[src/rtl/idma_desc64_token_drain.sv]
// Consumer end of the descriptor-frontend token counter: pulls tokens one per
// cycle, coalesces them into batches and hands each batch downstream.
module idma_desc64_token_drain #(
    parameter int unsigned MaxBatch   = 4,
    parameter int unsigned Timeout    = 8,
    parameter int unsigned CountWidth = $clog2(MaxBatch + 1)
) (
    input  logic                  clk_i,
    input  logic                  rst_ni,
    input  logic                  greater_than_zero_i,
    output logic                  decrement_o,
    input  logic                  flush_i,
    output logic                  batch_valid_o,
    input  logic                  batch_ready_i,
    output logic [CountWidth-1:0] batch_count_o,
    output logic                  busy_o
);

    localparam int unsigned TimerWidth = $clog2(Timeout + 1);

    typedef enum logic [1:0] {
        IDLE    = 2'd0,
        COLLECT = 2'd1,
        ISSUE   = 2'd2
    } state_e;

    state_e                state_q;
    logic [CountWidth-1:0] batch_q;
    logic [TimerWidth-1:0] timer_q;
    logic                  valid_q;
    logic [CountWidth-1:0] count_q;
    logic                  busy_q;

    logic                  take;
    logic [CountWidth:0]   batch_sum;
    logic                  close;
    logic [TimerWidth-1:0] timer_inc;

    // Take depends only on registered state and the counter's registered flag,
    // so no combinational loop forms through the counter.
    assign take = rst_ni && greater_than_zero_i &&
                  ((state_q == IDLE) ||
                   ((state_q == COLLECT) && (batch_q < CountWidth'(MaxBatch))));

    // One extra bit keeps the full-batch compare exact for any MaxBatch.
    assign batch_sum = {1'b0, batch_q} + {{CountWidth{1'b0}}, take};

    assign close = (batch_sum == (CountWidth + 1)'(MaxBatch)) ||
                   (timer_q == TimerWidth'(Timeout - 1)) ||
                   flush_i;

    assign timer_inc = (timer_q == TimerWidth'(Timeout)) ? timer_q
                                                         : timer_q + TimerWidth'(1);

    always_ff @(posedge clk_i) begin
        if (!rst_ni) begin
            state_q <= IDLE;
            batch_q <= '0;
            timer_q <= '0;
            valid_q <= 1'b0;
            count_q <= '0;
            busy_q  <= 1'b0;
        end else begin
            case (state_q)
                IDLE: begin
                    if (take) begin
                        batch_q <= CountWidth'(1);
                        timer_q <= '0;
                        state_q <= COLLECT;
                        busy_q  <= 1'b1;
                    end
                end
                COLLECT: begin
                    batch_q <= batch_sum[CountWidth-1:0];
                    timer_q <= timer_inc;
                    // A token taken in the closing cycle rides along in this batch.
                    if (close) begin
                        state_q <= ISSUE;
                        valid_q <= 1'b1;
                        count_q <= batch_sum[CountWidth-1:0];
                    end
                end
                ISSUE: begin
                    if (batch_ready_i) begin
                        batch_q <= '0;
                        timer_q <= '0;
                        state_q <= IDLE;
                        valid_q <= 1'b0;
                        count_q <= '0;
                        busy_q  <= 1'b0;
                    end
                end
                default: begin
                    state_q <= IDLE;
                    valid_q <= 1'b0;
                    count_q <= '0;
                    busy_q  <= 1'b0;
                end
            endcase
        end
    end

    assign decrement_o   = take;
    assign batch_valid_o = valid_q;
    assign batch_count_o = count_q;
    assign busy_o        = busy_q;

endmodule

[config.mk]
export PLATFORM = sky130hd
export DESIGN_NAME = idma_desc64_token_drain
export DESIGN_NICKNAME = d
export VERILOG_FILES = /design/src/rtl/idma_desc64_token_drain.sv
export SDC_FILE = /design/constraint.sdc
export NUM_CORES = 1
export LEC_CHECK = 0
export BUFFER_PORTS_ARGS = -buffer_cell sky130_fd_sc_hd__buf_2
export CAP_MARGIN = 5
export CORE_MARGIN = 5
export CORE_UTILIZATION = 50
export CTS_CLUSTER_SIZE = 12
export DETAILED_ROUTE_END_ITERATION = 16
export GPL_TIMING_DRIVEN = 0
export PLACE_DENSITY = 0.73
export SLEW_MARGIN = 30
export SYNTH_ARGS = -nofsm -noshare
export SYNTH_HDL_FRONTEND = slang
export SYNTH_SLANG_ARGS = --single-unit
[constraint.sdc]
create_clock -name clk_i -period 2.1 [get_ports clk_i]
set_input_delay 0 -clock clk_i [delete_from_list [all_inputs] [get_ports clk_i]]
set_output_delay 0 -clock clk_i [all_outputs]
set_load 0.02 [all_outputs]
==> results of run 1 <==
area by class of cell:
| class | instances | area (um2) |
|---|---|---|
| multi-input cells | 75 | 683 |
| well taps | 25 | 31.3 |
| repair buffers | 17 | 103 |
| fillers | 148 | 538 |
| flip-flops and latches | 14 | 285 |
| inverters | 7 | 31.3 |
| clock buffers | 4 | 36.3 |
| plain buffers | 4 | 37.5 |
power groups by stage:
stage / clock network, uW / registers [uW] / logic, uW
3_5_place_dp: 0 / 355 / 557
6_report: 200 / 359 / 687
3_3_place_gp: 0 / 353 / 547
5_1_grt: 216 / 365 / 756
4_1_cts: 203 / 351 / 628
2_1_floorplan: 0 / 366 / 443
worst register-to-register path, delay by kind of cell (launching register included):
kind | cells | cell delay, ns
AO/OA/AOI/OAI | 2 | 0.28
adder cells (fa/ha/maj) | 3 | 0.55
buffers and inverters | 1 | 0.05
flip-flops | 1 | 0.38
multiplexers | 1 | 0.15
AND/OR/NAND/NOR | 2 | 0.46
cell usage in the layout (no fill, tap or decap), types with 2 or more instances in the layout:
| master | instances |
|---|---|
| and2_1 | 3 |
| buf_2 | 10 |
| o21ai_0 | 2 |
| nand2_1 | 13 |
| mux2i_1 | 9 |
| a21oi_4 | 2 |
| buf_6 | 3 |
| buf_4 | 7 |
| a21oi_1 | 2 |
| nor2_1 | 4 |
| nand3b_1 | 2 |
| a311oi_1 | 2 |
| nand3_1 | 2 |
| ha_1 | 6 |
| xnor2_1 | 2 |
| inv_4 | 2 |
| nor4_2 | 2 |
| clkbuf_4 | 3 |
| nor2b_1 | 3 |
| inv_1 | 5 |
| dfxtp_1 | 12 |
| ha_4 | 4 |
| a21o_1 | 2 |
Yosys cell counts (2+ instances only):
cell / number / area [um2]
or2b_2: 2 / 17.5
o21ai_1: 2 / 10.0
nand2_1: 13 / 48.8
nand3_1: 2 / 10.0
nor4_1: 3 / 18.8
inv_1: 7 / 26.3
dfxtp_1: 14 / 280
nor2_1: 5 / 18.8
mux2i_1: 9 / 90.1
nor2b_1: 3 / 18.8
o21ai_0: 2 / 10.0
a21oi_1: 3 / 15.0
a21o_1: 2 / 15.0
buf_6: 3 / 33.8
and2_1: 3 / 18.8
ha_1: 10 / 125
a311oi_1: 2 / 17.5
xnor2_1: 2 / 17.5
nand3b_1: 2 / 15.0
cells by family (layout without fill, tap and decap cells):
group                      count (synthesis)  after routing  synth area share
and+or+nand+nor                           38             38             0.242
DFF                                       14             14             0.301
xor gates and xnor gates                   2              2            0.0188
AOI/OAI and AO/OA                         16             16             0.132
muxes                                      9              9            0.0966
buffers and inverters                     12             32            0.0765
adders and majority gates                 10             10             0.134
stage by stage:
| step | power, uW | area, um2 | worst slack, ns |
|---|---|---|---|
| 6_report | 1250 | 1210 | 0.125 |
| 2_1_floorplan | 809 | 973 | 0.00130 |
| 5_1_grt | 1340 | 1210 | 0.0177 |
| 4_1_cts | 1180 | 1160 | 0.0159 |
| 3_5_place_dp | 912 | 1050 | -0.129 |
| 3_3_place_gp | 900 | 1050 | -0.0891 |
what timing repair did:
action,in CTS,in global routing
hold buffers,0,0
resized for setup,9,5
endpoints found under the setup margin,6,6
cloned,0,0
setup buffers,5,2
endpoints found under the hold margin,0,0
pin swaps,4,5
path summary, 6_finish.rpt:
kind                                        end  slack (ns)
setup / recovery  batch_count_o[1]$_SDFFE_PN0P_        0.13
hold / removal              busy_o$_SDFFE_PN0P_        0.02
setup reg to reg  batch_count_o[1]$_SDFFE_PN0P_        0.13
hold reg to reg   batch_count_o[2]$_SDFFE_PN0P_        0.46
sequential cells by signal, summed over array words and instances (netlist names):
| name | cells |
|---|---|
| timer_q | 4 |
| batch_q | 3 |
| batch_valid_o | 1 |
| state_q | 2 |
| batch_count_o | 3 |
| busy_o | 1 |
metal layers:
metal | vias to the layer above | GRT usage | routed length, um
met5 | - | 0 | 0
met4 | 0 | 0.0766 | 42
met3 | 5 | 0.0254 | 42
met2 | 12 | 0.258 | 916
met1 | 364 | 0.208 | 947
li1 | 386 | - | -
==> impl_metrics.ini, run 1 <==
[floorplan]
die_h_um = 53.2
rows = 15
start_util = 0.534
die-area_um2 = 2830
die_w_um = 53.2
io_pins = 11
core-area_um2 = 1750

[worst_setup_path]
critPathKind = reg -> reg
critical_path_peak_fanout = 4
crit_chain = inv_4 > ha_4 > a21oi_4 > nor2_4 > ha_4 > ha_4 > nor4_2 > a21oi_4 > mux2i_1
startpoint_type = flip-flop
end_kind = flip-flop
required_ns = 2.28
cp_num_buf_inv = 1
path_common_cell = ha_4
crit_family = adder cells
rr_startpoint = state_q[0]$_SDFFE_PN0P_
r2r_cells = 9
cp_slowest_cell = nor4_2
crit_cells = 9
critPathMaxStageDelay_ns = 0.39
worstPathArrival_ns = 2.15
startpoint = state_q[0]$_SDFFE_PN0P_

[timing]
max-slew-margin-rel = 0.636
rsz0062_at_grt = no
slew_viol_final = 0
skew_ns = 0.00434
setup_viol = 0
holdWs_ns = 0.0187
period_needed_ns = 1.97
hold_violations = 0
setup-tns-final_ns = 0
period_share = 0.940
worst_pin_slew_ns = 0.540
max_freq_ghz = 0.506

[hold_path]
whs_path_depth = 3
min_from = greater_than_zero_i
hp-class = in -> reg

[grt]
grt-ovfl-total = 0
antenna_found_initial = 0
grt_max_degree = 14
grt_pass1_wl_um = 3240
grt_pass1_vias = 718
grt_usage = 0.161

[clock_tree]
clk_latency_ns = 0.29
cts-root-buf = clkbuf_4
path_clk_slew_ns = 0.09
htree_levels = 1
clock_sinks = 14
cts_buffers = 3
clockBufferDepth = 2
cts_tree = yes

[synth]
synth_edf_count = 0
async_flop_share = 0
ys_seq_elements = 14
yosysWarnings = 0
synth_cells = 101
syn-cell-area_um2 = 932
ys_seq_area_frac = 0.301
synthFlopType = dfxtp_1
syn_nets = 116
postSynthAreaPerCell_um2 = 9.23
synth.distinct_cells = 31

[drt]
dr.pass1.iters = 4
drc = 0
wl_um = 1950
via_count = 767
drtIter0Drc = 12
drt.antenna.violating_nets = 0
vias_per_cell = 5.25
post_drt_wl_per_cell_um = 13.3

[final_layout]
antenna_cells = 0
final_util = 0.692
fin_cells = 146
area_growth_pct = 29.5
nNetsFinal = 137
drive_gt1_frac = 0.372

[place]
gp_congestion = 0.761
io_buffers = 10
dp.cells = 136
dpl.hpwl_um = 1320

[power_and_ir_drop]
p_leak_uw = 0.000514
vdd_drop_max_mv = 0.656
p_comb_frac = 0.552
p_per_area_nw_per_um2 = 1030
power.internal_uw = 764
sequentialPowerShare = 0.288
power.switching_uw = 482
clock_power_share = 0.160
swShare = 0.387

[job]
cap_violations = 0

[status]
outcome = completed
Note: power is estimated with default switching activity, not from simulation.
==> run 2: changes to the inputs <==
Settings changed: BUFFER_PORTS_ARGS -buffer_cell sky130_fd_sc_hd__buf_2 to -buffer_cell sky130_fd_sc_hd__buf_4.
==> impl_metrics.ini, run 2 (synthesis results as in run 1) <==
[place]
pre_cts_slack_ns = -0.132
placed_area_um2 = 1080
io_buffers = 10
gp_congestion = 0.768
dpl.hpwl_um = 1350

[status]
outcome = completed

[final_layout]
final_util = 0.697
mostFrequentLayoutCells = buf_4, nand2_1, dfxtp_1
nNetsFinal = 135
layout_commonest_cell = buf_4
drive_gt1_frac = 0.361
regMostFlops = timer_q
area_growth_pct = 30.6
largest_register_ffs = 4
antenna_cells = 0
fin_area_um2 = 1220

[floorplan]
die_w_um = 53.2
rows = 15
die_h_um = 53.2
start_util = 0.534
die-area_um2 = 2830
core-area_um2 = 1750
io_pins = 11

[timing]
max-slew-margin-rel = 0.622
postLayoutSetupSlackWorst_ns = 0.114
hold_violations = 0
holdWs_ns = 0.000500
period_needed_ns = 1.99
skew_ns = 0.00150
setup-tns-final_ns = 0
slew_viol_final = 0
period_share = 0.946
setup_viol = 0
worst_pin_slew_ns = 0.560
max_freq_ghz = 0.504

[grt]
grt_max_degree = 14
antenna_found_initial = 0
grt_pass1_vias = 746
grt_usage = 0.168
grt-ovfl-total = 0
grt_pass1_wl_um = 3470

[power_and_ir_drop]
vdd_drop_max_mv = 0.644
p_per_area_nw_per_um2 = 1020
swShare = 0.391
clock_power_share = 0.161
power.switching_uw = 487
power.internal_uw = 758
sequentialPowerShare = 0.289
p_comb_frac = 0.550
p_leak_uw = 0.000510

[worst_setup_path]
required_ns = 2.31
startpoint_type = flip-flop
worstPathArrival_ns = 2.20
critPathKind = reg -> reg
end_kind = flip-flop
critical_path_peak_fanout = 3

[drt]
vias_per_cell = 5.25
dr.pass1.iters = 3
drtIter0Drc = 6
route.top_layer_used = met4
wl_um = 2080
drc = 0
wl_met2_um = 1000
drt.antenna.violating_nets = 0
routed-wl-met3_um = 46
wl_met1_um = 1020
post_drt_wl_per_cell_um = 14.5
via_count = 756

[clock_tree]
ctsHoldBuffers = 0
clockBufferDepth = 2
path_clk_slew_ns = 0.09
cts-root-buf = clkbuf_4
clock_sinks = 14
htree_levels = 1
cts_tree = yes
cts_buffers = 3
clk_latency_ns = 0.28

[job]
cap_violations = 0

[hold_path]
hp-class = in -> reg
-- run 2: cell types whose count changed in the layout (fill, tap and decap cells not counted) --
cell	delta
buf_4	+8
buf_2	-10
-- run 2: what timing repair did --
action	4_1_cts	5_1_grt
setup endpoints to repair	6	6
setup buffers	5	0
gates resized for setup	9	5
pin swaps	4	3
-- run 2: worst max-delay path, stage by stage, from the launching register on --
cell and delay (ns):
dfxtp_4 0.39, inv_4 0.05, ha_4 0.16, a21oi_4 0.13, nor2_4 0.06, ha_4 0.16, ha_4 0.15, or2b_4 0.25
o21ai_4 0.16, a21o_1 0.21, mux2i_1 0.19
-- run 2: power groups by stage --
| stage | combinational, uW | clock (uW) | sequential (uW) |
|---|---|---|---|
| finish | 685 | 200 | 360 |
| floorplan | 443 | 0 | 366 |
| global placement | 561 | 0 | 354 |
| detailed placement | 572 | 0 | 355 |
| global route | 753 | 221 | 366 |
| CTS | 641 | 204 | 351 |
-- run 2: final timing paths --
check,startpoint,endpoint,slack [ns],depth (start not counted)
setup reg to reg,state_q[0]$_SDFFE_PN0P_,state_q[1]$_SDFFE_PN0P_,0.11,10
hold / removal,greater_than_zero_i,busy_o$_SDFFE_PN0P_,0.0005,3
hold reg to reg,batch_valid_o$_SDFFE_PN0P_,batch_valid_o$_SDFFE_PN0P_,0.47,2
setup / recovery,state_q[0]$_SDFFE_PN0P_,state_q[1]$_SDFFE_PN0P_,0.11,10
-- run 2: cell type report --
class | instances | area [um2]
sequential | 14 | 285
tap | 25 | 31.3
multi-input combinational | 75 | 683
inverter | 7 | 31.3
clock buffer | 4 | 36.3
timing repair buffer | 15 | 113
buffer | 4 | 37.5
fill | 144 | 528
-- run 2: layer usage --
| metal | GRT usage | up-vias |
|---|---|---|
| met1 | 0.218 | 355 |
| met2 | 0.277 | 10 |
| li1 | - | 389 |
| met5 | 0 | - |
| met4 | 0.0383 | 0 |
| met3 | 0.0423 | 2 |
-- run 2: stage by stage --
stage / instances / power, uW
finish: 144 / 1240
global route: 144 / 1340
CTS: 144 / 1200
detailed placement: 136 / 927
global placement: 136 / 915
floorplan: 101 / 809
==> run 3: changes to the inputs <==
Settings changed: PLACE_DENSITY 0.73 to 0.71.
==> impl_metrics.ini, run 3 (synthesis results as in run 1) <==
[timing]
skew_ns = 0.00477
postLayoutSetupSlackWorst_ns = 0.0686
worst_pin_slew_ns = 0.586
period_share = 0.967
max_freq_ghz = 0.492
setup_viol = 0
hold_violations = 0
max-slew-margin-rel = 0.604
slew_viol_final = 0
period_needed_ns = 2.03

[final_layout]
mostFrequentLayoutCells = buf_4, nand2_1, dfxtp_1
area_growth_pct = 29.8
largest_register_ffs = 4
layout_commonest_cell = buf_4
antenna_cells = 0
nNetsFinal = 136
fin_cells = 145
drive_gt1_frac = 0.358
regMostFlops = timer_q

[hold_path]
hp-class = in -> reg
whs_path_depth = 4

[drt]
route.top_layer_used = met4
vias_per_cell = 5.32
drc = 0
post_drt_wl_per_cell_um = 13.3
drt.antenna.violating_nets = 0
drtIter0Drc = 11
via_count = 771
wl_met1_um = 876
routed-wl-met3_um = 57
wl_met2_um = 974
wl_um = 1940
dr.pass1.iters = 4

[worst_setup_path]
worstPathArrival_ns = 2.20
end_kind = flip-flop
critical_path_peak_fanout = 4
cp_slowest_cell = dfxtp_4
r2r_cells = 9
startpoint_type = flip-flop
crit_chain = inv_4 > ha_4 > a21oi_4 > nor2_4 > ha_2 > ha_2 > nor4_2 > a21oi_4 > mux2i_1
reg2reg_slack_ns = 0.07
crit_cells = 9
required_ns = 2.27
cp_num_buf_inv = 1
crit_family = adder cells
critPathMaxStageDelay_ns = 0.39
critPathKind = reg -> reg

[floorplan]
die_w_um = 53.2
die-area_um2 = 2830
io_pins = 11
rows = 15
start_util = 0.534
core-area_um2 = 1750
die_h_um = 53.2

[power_and_ir_drop]
p_leak_uw = 0.000515
p_per_area_nw_per_um2 = 1010
vdd_drop_max_mv = 0.578

[grt]
grt_max_degree = 14
antenna_found_initial = 0
grt_pass1_vias = 731
grt_usage = 0.161
grt_pass1_wl_um = 3250
grt-ovfl-total = 0

[clock_tree]
clock_sinks = 14
cts_tree = yes
clockBufferDepth = 2
path_clk_slew_ns = 0.09
cts_buffers = 3
cts-root-buf = clkbuf_4
clk_latency_ns = 0.29
htree_levels = 1

[place]
dp.cells = 136
dpl.hpwl_um = 1350
io_buffers = 10
gp_congestion = 0.836
pre_cts_slack_ns = -0.145

[job]
cap_violations = 0

[status]
outcome = completed
run 3: cell count changes in the layout (fill, tap and decap cells not counted), sizes merged:
cell	delta
dlygate4sd3	+1
run 3: area by class of cell:
cell class / instances / area [um2]
multi-input cells: 75 / 666
fillers: 143 / 536
flip-flops and latches: 14 / 285
repair buffers: 16 / 123
plain buffers: 4 / 37.5
clock buffers: 4 / 36.3
inverters: 7 / 31.3
well taps: 25 / 31.3
run 3: worst paths after layout:
| kind | from | to |
|---|---|---|
| hold / removal | rst_ni | state_q[0]$_SDFFE_PN0P_ |
| hold reg to reg | batch_count_o[1]$_SDFFE_PN0P_ | batch_count_o[1]$_SDFFE_PN0P_ |
| setup / recovery | state_q[0]$_SDFFE_PN0P_ | batch_count_o[2]$_SDFFE_PN0P_ |
| setup reg to reg | state_q[0]$_SDFFE_PN0P_ | batch_count_o[2]$_SDFFE_PN0P_ |
run 3: power breakdown:
| group | switching, uW | internal (uW) | leakage, uW |
|---|---|---|---|
| sequential | 42.7 | 316 | 0.000115 |
| clock | 96.6 | 106 | 0.0000210 |
| combinational | 338 | 327 | 0.000379 |
run 3: metal layers:
layer | up-vias | GRT usage
met3 | 6 | 0.0338
met4 | 0 | 0.0766
met5 | - | 0
met1 | 361 | 0.197
met2 | 11 | 0.267
li1 | 393 | -
run 3: what timing repair did:
item	4_1_cts	5_1_grt
buffers inserted	5	0
endpoints found under the setup margin	6	6
gates resized for setup	7	6
hold buffers	1	0
pin swaps	4	5
endpoints found under the hold margin	1	0
run 3: through the flow:
step                power, uW   util  hold slack (ns)  cell area [um2]   TNS, ns
floorplan                 809      -            0.141              973         0
global placement          919  0.619            0.282             1080    -0.472
finish                   1230  0.693            0.139             1210         0
detailed placement        934  0.619            0.284             1080    -0.707
CTS                      1200  0.680            0.125             1190         0
global route             1310  0.693            0.144             1210  -0.00541
run 3: worst min-delay path: stages:
cell	delay [ns]
buf_4	0.13
buf_6	0.13
nand2_1	0.06
mux2i_1	0.06
